<file path="src/rtl/hazard_ctrl_mc.sv">
// Hazard controller for the 5-stage MIPS pipeline: load-use, ID-branch
// and HI/LO interlocks, optional branch squash, saturating stall counter.
module hazard_ctrl_mc #(
    parameter int REG_AW     = 5,
    parameter int MD_LAT     = 4,
    parameter int DELAY_SLOT = 1,
    parameter int CNT_W      = 16
) (
    input  logic              clk,
    input  logic              rst,
    input  logic [REG_AW-1:0] Rs_ID,
    input  logic [REG_AW-1:0] Rt_ID,
    input  logic              RsUsed_ID,
    input  logic              RtUsed_ID,
    input  logic              isBranch,
    input  logic              BranchTaken_ID,
    input  logic              MDOp_ID,
    input  logic              MFHiLo_ID,
    input  logic [REG_AW-1:0] RegWtaddr_EX,
    input  logic              RegWrite_EX,
    input  logic              DMemRead_EX,
    input  logic [REG_AW-1:0] RegWtaddr_MEM,
    input  logic              RegWrite_MEM,
    input  logic              DMemRead_MEM,
    input  logic              MDStart_EX,
    output logic              PCEn,
    output logic              IF_ID_En,
    output logic              ID_EX_Flush,
    output logic              IF_ID_Flush,
    output logic              MDBusy,
    output logic [CNT_W-1:0]  StallCnt
);

    localparam logic [3:0] MD_LOAD = 4'(MD_LAT);

    logic [3:0] md_cnt;
    logic       rs_nz;
    logic       rt_nz;
    logic       m_ex;
    logic       m_mem;
    logic       load_use;
    logic       br_ex;
    logic       br_mem;
    logic       md_hazard;
    logic       stall;

    assign rs_nz = RsUsed_ID && (Rs_ID != '0);
    assign rt_nz = RtUsed_ID && (Rt_ID != '0);

    assign m_ex = RegWrite_EX &&
                  ((rs_nz && Rs_ID == RegWtaddr_EX) ||
                   (rt_nz && Rt_ID == RegWtaddr_EX));

    assign m_mem = RegWrite_MEM &&
                   ((rs_nz && Rs_ID == RegWtaddr_MEM) ||
                    (rt_nz && Rt_ID == RegWtaddr_MEM));

    assign MDBusy    = (md_cnt != 4'd0);
    assign load_use  = DMemRead_EX && m_ex;
    assign br_ex     = isBranch && m_ex;
    assign br_mem    = isBranch && DMemRead_MEM && m_mem;
    assign md_hazard = MDBusy && (MFHiLo_ID || MDOp_ID);
    assign stall     = load_use | br_ex | br_mem | md_hazard;

    // Reset holds the front end frozen with a bubble going into EX.
    always_comb begin
        PCEn        = 1'b0;
        IF_ID_En    = 1'b0;
        ID_EX_Flush = 1'b1;
        IF_ID_Flush = 1'b0;
        if (!rst) begin
            PCEn        = ~stall;
            IF_ID_En    = ~stall;
            ID_EX_Flush = stall;
            IF_ID_Flush = (DELAY_SLOT == 0) && BranchTaken_ID &&
                          isBranch && !stall;
        end
    end

    always_ff @(posedge clk or posedge rst) begin
        if (rst) begin
            md_cnt <= 4'd0;
        end else if (MDStart_EX) begin
            md_cnt <= MD_LOAD;
        end else if (md_cnt != 4'd0) begin
            md_cnt <= md_cnt - 4'd1;
        end
    end

    always_ff @(posedge clk or posedge rst) begin
        if (rst) begin
            StallCnt <= '0;
        end else if (stall && (StallCnt != '1)) begin
            StallCnt <= StallCnt + 1'b1;
        end
    end

endmodule

</file>
<file path="config.mk">
export PLATFORM = sky130hd
export DESIGN_NAME = hazard_ctrl_mc
export DESIGN_NICKNAME = d
export VERILOG_FILES = /design/src/rtl/hazard_ctrl_mc.sv
export SDC_FILE = /design/constraint.sdc
export NUM_CORES = 1
export LEC_CHECK = 0
export CAP_MARGIN = 20
export CORE_MARGIN = 4
export CORE_UTILIZATION = 47
export DETAILED_ROUTE_END_ITERATION = 10
export PLACE_DENSITY_LB_ADDON = 0.2
export SKIP_CTS_REPAIR_TIMING = 1
export SLEW_MARGIN = 10
export SYNTH_ARGS = -nofsm -noshare
export SYNTH_HDL_FRONTEND = slang
export SYNTH_SLANG_ARGS = --single-unit
</file>
<file path="constraint.sdc">
create_clock -name clk -period 4.75 [get_ports clk]
set_input_delay 0.95 -clock clk [delete_from_list [all_inputs] [get_ports clk]]
set_output_delay 0.95 -clock clk [all_outputs]
set_load 0.005 [all_outputs]
</file>
==> results.yml <==
grt:
  grt_overflow: 0
  grt_start_max_net_pins: 22
  grt_pass1_vias: 1293
  grt_first_pass_wirelength_mm: 6.11
  grt_usage: 0.189
  antenna_found_initial: 0
setup_path:
  worstPathRequired_ps: 3800
  worstSetupPathType: "in -> out"
  cp-endpoint: "IF_ID_En"
  critPathMaxFanout: 3
  r2r_start: "md_cnt[0]"
  arrival_ps: 3270
  crit_start: "Rs_ID[1]"
  worstRegToRegCells: 9
  r2r_end: "StallCnt[12]"
  end_kind: "output pin"
  reg2reg_slack_ps: 2540
  start_kind: "primary input"
yosys:
  synth-seq-cells: 20
  ys_warn_count: 0
  synth_seq_area_share: 0.363
  netlist-cell-type-count: 36
  synthesis.area_sq_mm: 0.00138
  postSynthCellCount: 141
  avgSynthCellArea_sq_um: 9.79
  syn-num-nets: 177
drt:
  wire_per_inst_um: 15.5
  dr.pass1.iters: 4
  drtIter0Drc: 77
  via_count: 1250
  drc: 0
  wl_mm: 3.48
  via_per_inst: 5.56
  ant_nets: 0
run_status:
  status: "complete, no violations"
clock_network:
  clock-sinks: 20
  clockBufferDepth: 2
  cts_max_level: 1
  path_clk_slew_ps: 110
  cts_made_buffers: 3
  cts_tree: "yes"
  root_buffer: "clkbuf_4"
  worstSkewPairLatency_ps: 300
timing:
  finClkSkew_ps: 3.77
  rsz0062_at_grt: "no"
  fin_setup_tns_ps: 0
  report.final.slew_viol_count: 0
  max-slew-margin-rel: 0.653
  hold_viol: 0
  tightest_slew_ps: 507
  max_freq_mhz: 237
  period_minus_slack_ps: 4220
  finalSetupViolCount: 0
  setup_ws_ps: 529
  fin_crit_sh: 0.889
placement:
  dp.cells: 220
  dpl_worst_slack_ps: 498
  io_buffers: 51
  hpwl_mm: 2.70
  place_congestion: 0.810
finish:
  fin_nets: 231
  drive_gt1_frac: 0.0722
  num_antenna_cells: 0
  final-instance-count-excl-fill: 225
  multi_input_area_sq_um: 808
  ff_latch_area_sq_um: 500
  fillers: 232
  syn_to_final_growth_pct: 41.4
hold_path:
  hp-start: "StallCnt[9]"
  hp-class: "reg -> reg"
floorplan:
  die_area_sq_mm: 0.00387
  start_util: 0.496
  ios: 54
  fp.dieW_um: 62.2
  num_rows: 19
  die_h_um: 62.2
  coreArea_sq_mm: 0.00278
power:
  power.leakage_nw: 0.814
  power.density_mw_per_mm2: 347
  irDropWorstVdd_mv: 0.334
run:
  maxCapViolCount: 0
==> worst max-delay path, cell delays in order <==
cell and delay, ps:
clkdlybuf4s50_1 480, or4_1 570, o21ai_1 210, nor4_2 100, o2111ai_4 200, and3_1 240
clkdlybuf4s50_1 520
==> through the flow <==
| step | total power, mW | hold WS [ps] | util | instance area [sq um] |
|---|---|---|---|---|
| final | 0.678 | 509 | 0.702 | 1950 |
| after global routing | 0.733 | 541 | 0.702 | 1950 |
| after CTS | 0.683 | 512 | 0.700 | 1950 |
| after detailed placement | 0.580 | 496 | 0.687 | 1910 |
| after global placement | 0.567 | 477 | 0.687 | 1910 |
| after floorplan | 0.427 | 464 | - | 1380 |
==> power by group <==
group / leakage [nW] / internal [mW] / switching [mW] / total [mW]
combinational: 0.538 / 0.176 / 0.129 / 0.305
clock: 0.0210 / 0.0467 / 0.0522 / 0.0989
sequential: 0.255 / 0.218 / 0.0559 / 0.274
==> metal layers <==
| metal | global-route usage | wire (um) | vias up |
|---|---|---|---|
| met4 | 0.0678 | 41 | 0 |
| met5 | 0 | 0 | - |
| met1 | 0.252 | 1600 | 586 |
| met3 | 0.0414 | 229 | 6 |
| li1 | - | - | 610 |
| met2 | 0.298 | 1620 | 48 |
==> area by class of cell <==
| type | count | share of cell area |
|---|---|---|
| Inverter | 8 | 0.0154 |
| Clock buffer | 4 | 0.0186 |
| Sequential cell | 20 | 0.256 |
| Timing Repair Buffer | 55 | 0.276 |
| Tap cell | 31 | 0.0199 |
| Multi-Input combinational cell | 107 | 0.414 |
==> flip-flops by register name, summed over array words and instances (netlist names) <==
signal / cells
StallCnt: 16
md_cnt: 4
==> kinds of logic (layout without fill, tap and decap cells) <==
family | count (synthesis) | in the layout | synth area share
other | 1 | 1 | 0.00272
flip-flops | 20 | 20 | 0.363
AO/OA/AOI/OAI | 26 | 26 | 0.146
adder cells (fa/ha/maj) | 3 | 3 | 0.0272
multiplexers | 3 | 3 | 0.0245
buffers and inverters | 14 | 67 | 0.0517
AND/OR/NAND/NOR | 40 | 40 | 0.170
XOR/XNOR | 34 | 34 | 0.216
==> how the worst min path moves through the flow <==
stage                     cells after the start           to
after floorplan                               1    md_cnt[2]
after global placement                        1  StallCnt[9]
after detailed placement                      1  StallCnt[9]
after CTS                                     1  StallCnt[9]
after global routing                          1  StallCnt[9]
final                                         1  StallCnt[9]
==> Yosys cell counts <==
| master | n | area (sq um) |
|---|---|---|
| nor3_1 | 2 | 10.0 |
| o21ai_1 | 1 | 5.00 |
| nand2_1 | 3 | 11.3 |
| o21a_1 | 1 | 7.51 |
| nand4_1 | 3 | 18.8 |
| and3_1 | 4 | 25.0 |
| nor2_1 | 4 | 15.0 |
| xnor2_1 | 14 | 123 |
| buf_6 | 1 | 11.3 |
| nor4_1 | 1 | 6.26 |
| mux2_2 | 1 | 11.3 |
| mux2_1 | 2 | 22.5 |
| xor2_1 | 20 | 175 |
| conb_1 | 1 | 3.75 |
| nand2b_1 | 1 | 6.26 |
| o21ai_2 | 1 | 8.76 |
| nand3_1 | 13 | 65.1 |
| a2111oi_0 | 4 | 35.0 |
| and2_1 | 1 | 6.26 |
| a21oi_1 | 5 | 25.0 |
| clkbuf_1 | 2 | 7.51 |
| a2111oi_1 | 1 | 10.0 |
| dfrtp_1 | 20 | 500 |
| or3_1 | 1 | 6.26 |
| or3b_1 | 1 | 8.76 |
| and4_1 | 1 | 8.76 |
| nor4_2 | 2 | 25.0 |
| nor2_2 | 1 | 6.26 |
| o21ai_0 | 3 | 15.0 |
| inv_1 | 8 | 30.0 |
| o41ai_1 | 1 | 8.76 |
| buf_4 | 3 | 22.5 |
| a211oi_1 | 8 | 60.1 |
| or4_1 | 2 | 15.0 |
| o2111ai_4 | 1 | 26.3 |
| ha_1 | 3 | 37.5 |
==> cells in the final DEF, fill, tap and decap left out <==
cell type        count
xor2_1              20
or4_1                2
o21ai_2              1
or3_1                1
clkbuf_8             1
o21ai_0              3
buf_4                3
dfrtp_1             20
clkdlybuf4s50_1     51
o2111ai_4            1
nor4_2               2
mux2_1               2
nand4_1              3
a2111oi_1            1
nand2b_1             1
a21oi_1              5
xnor2_1             14
and4_1               1
o41ai_1              1
nand2_1              3
ha_1                 3
and3_1               4
a211oi_1             8
nor3_1               2
buf_2                1
o21ai_1              1
and2_1               1
conb_1               1
nand3_1             13
a2111oi_0            4
inv_1                8
nor2_2               1
clkbuf_4             3
nor2_1               4
or3b_1               1
o21a_1               1
mux2_2               1
nor4_1               1
Power figures use the tool's default switching activity.
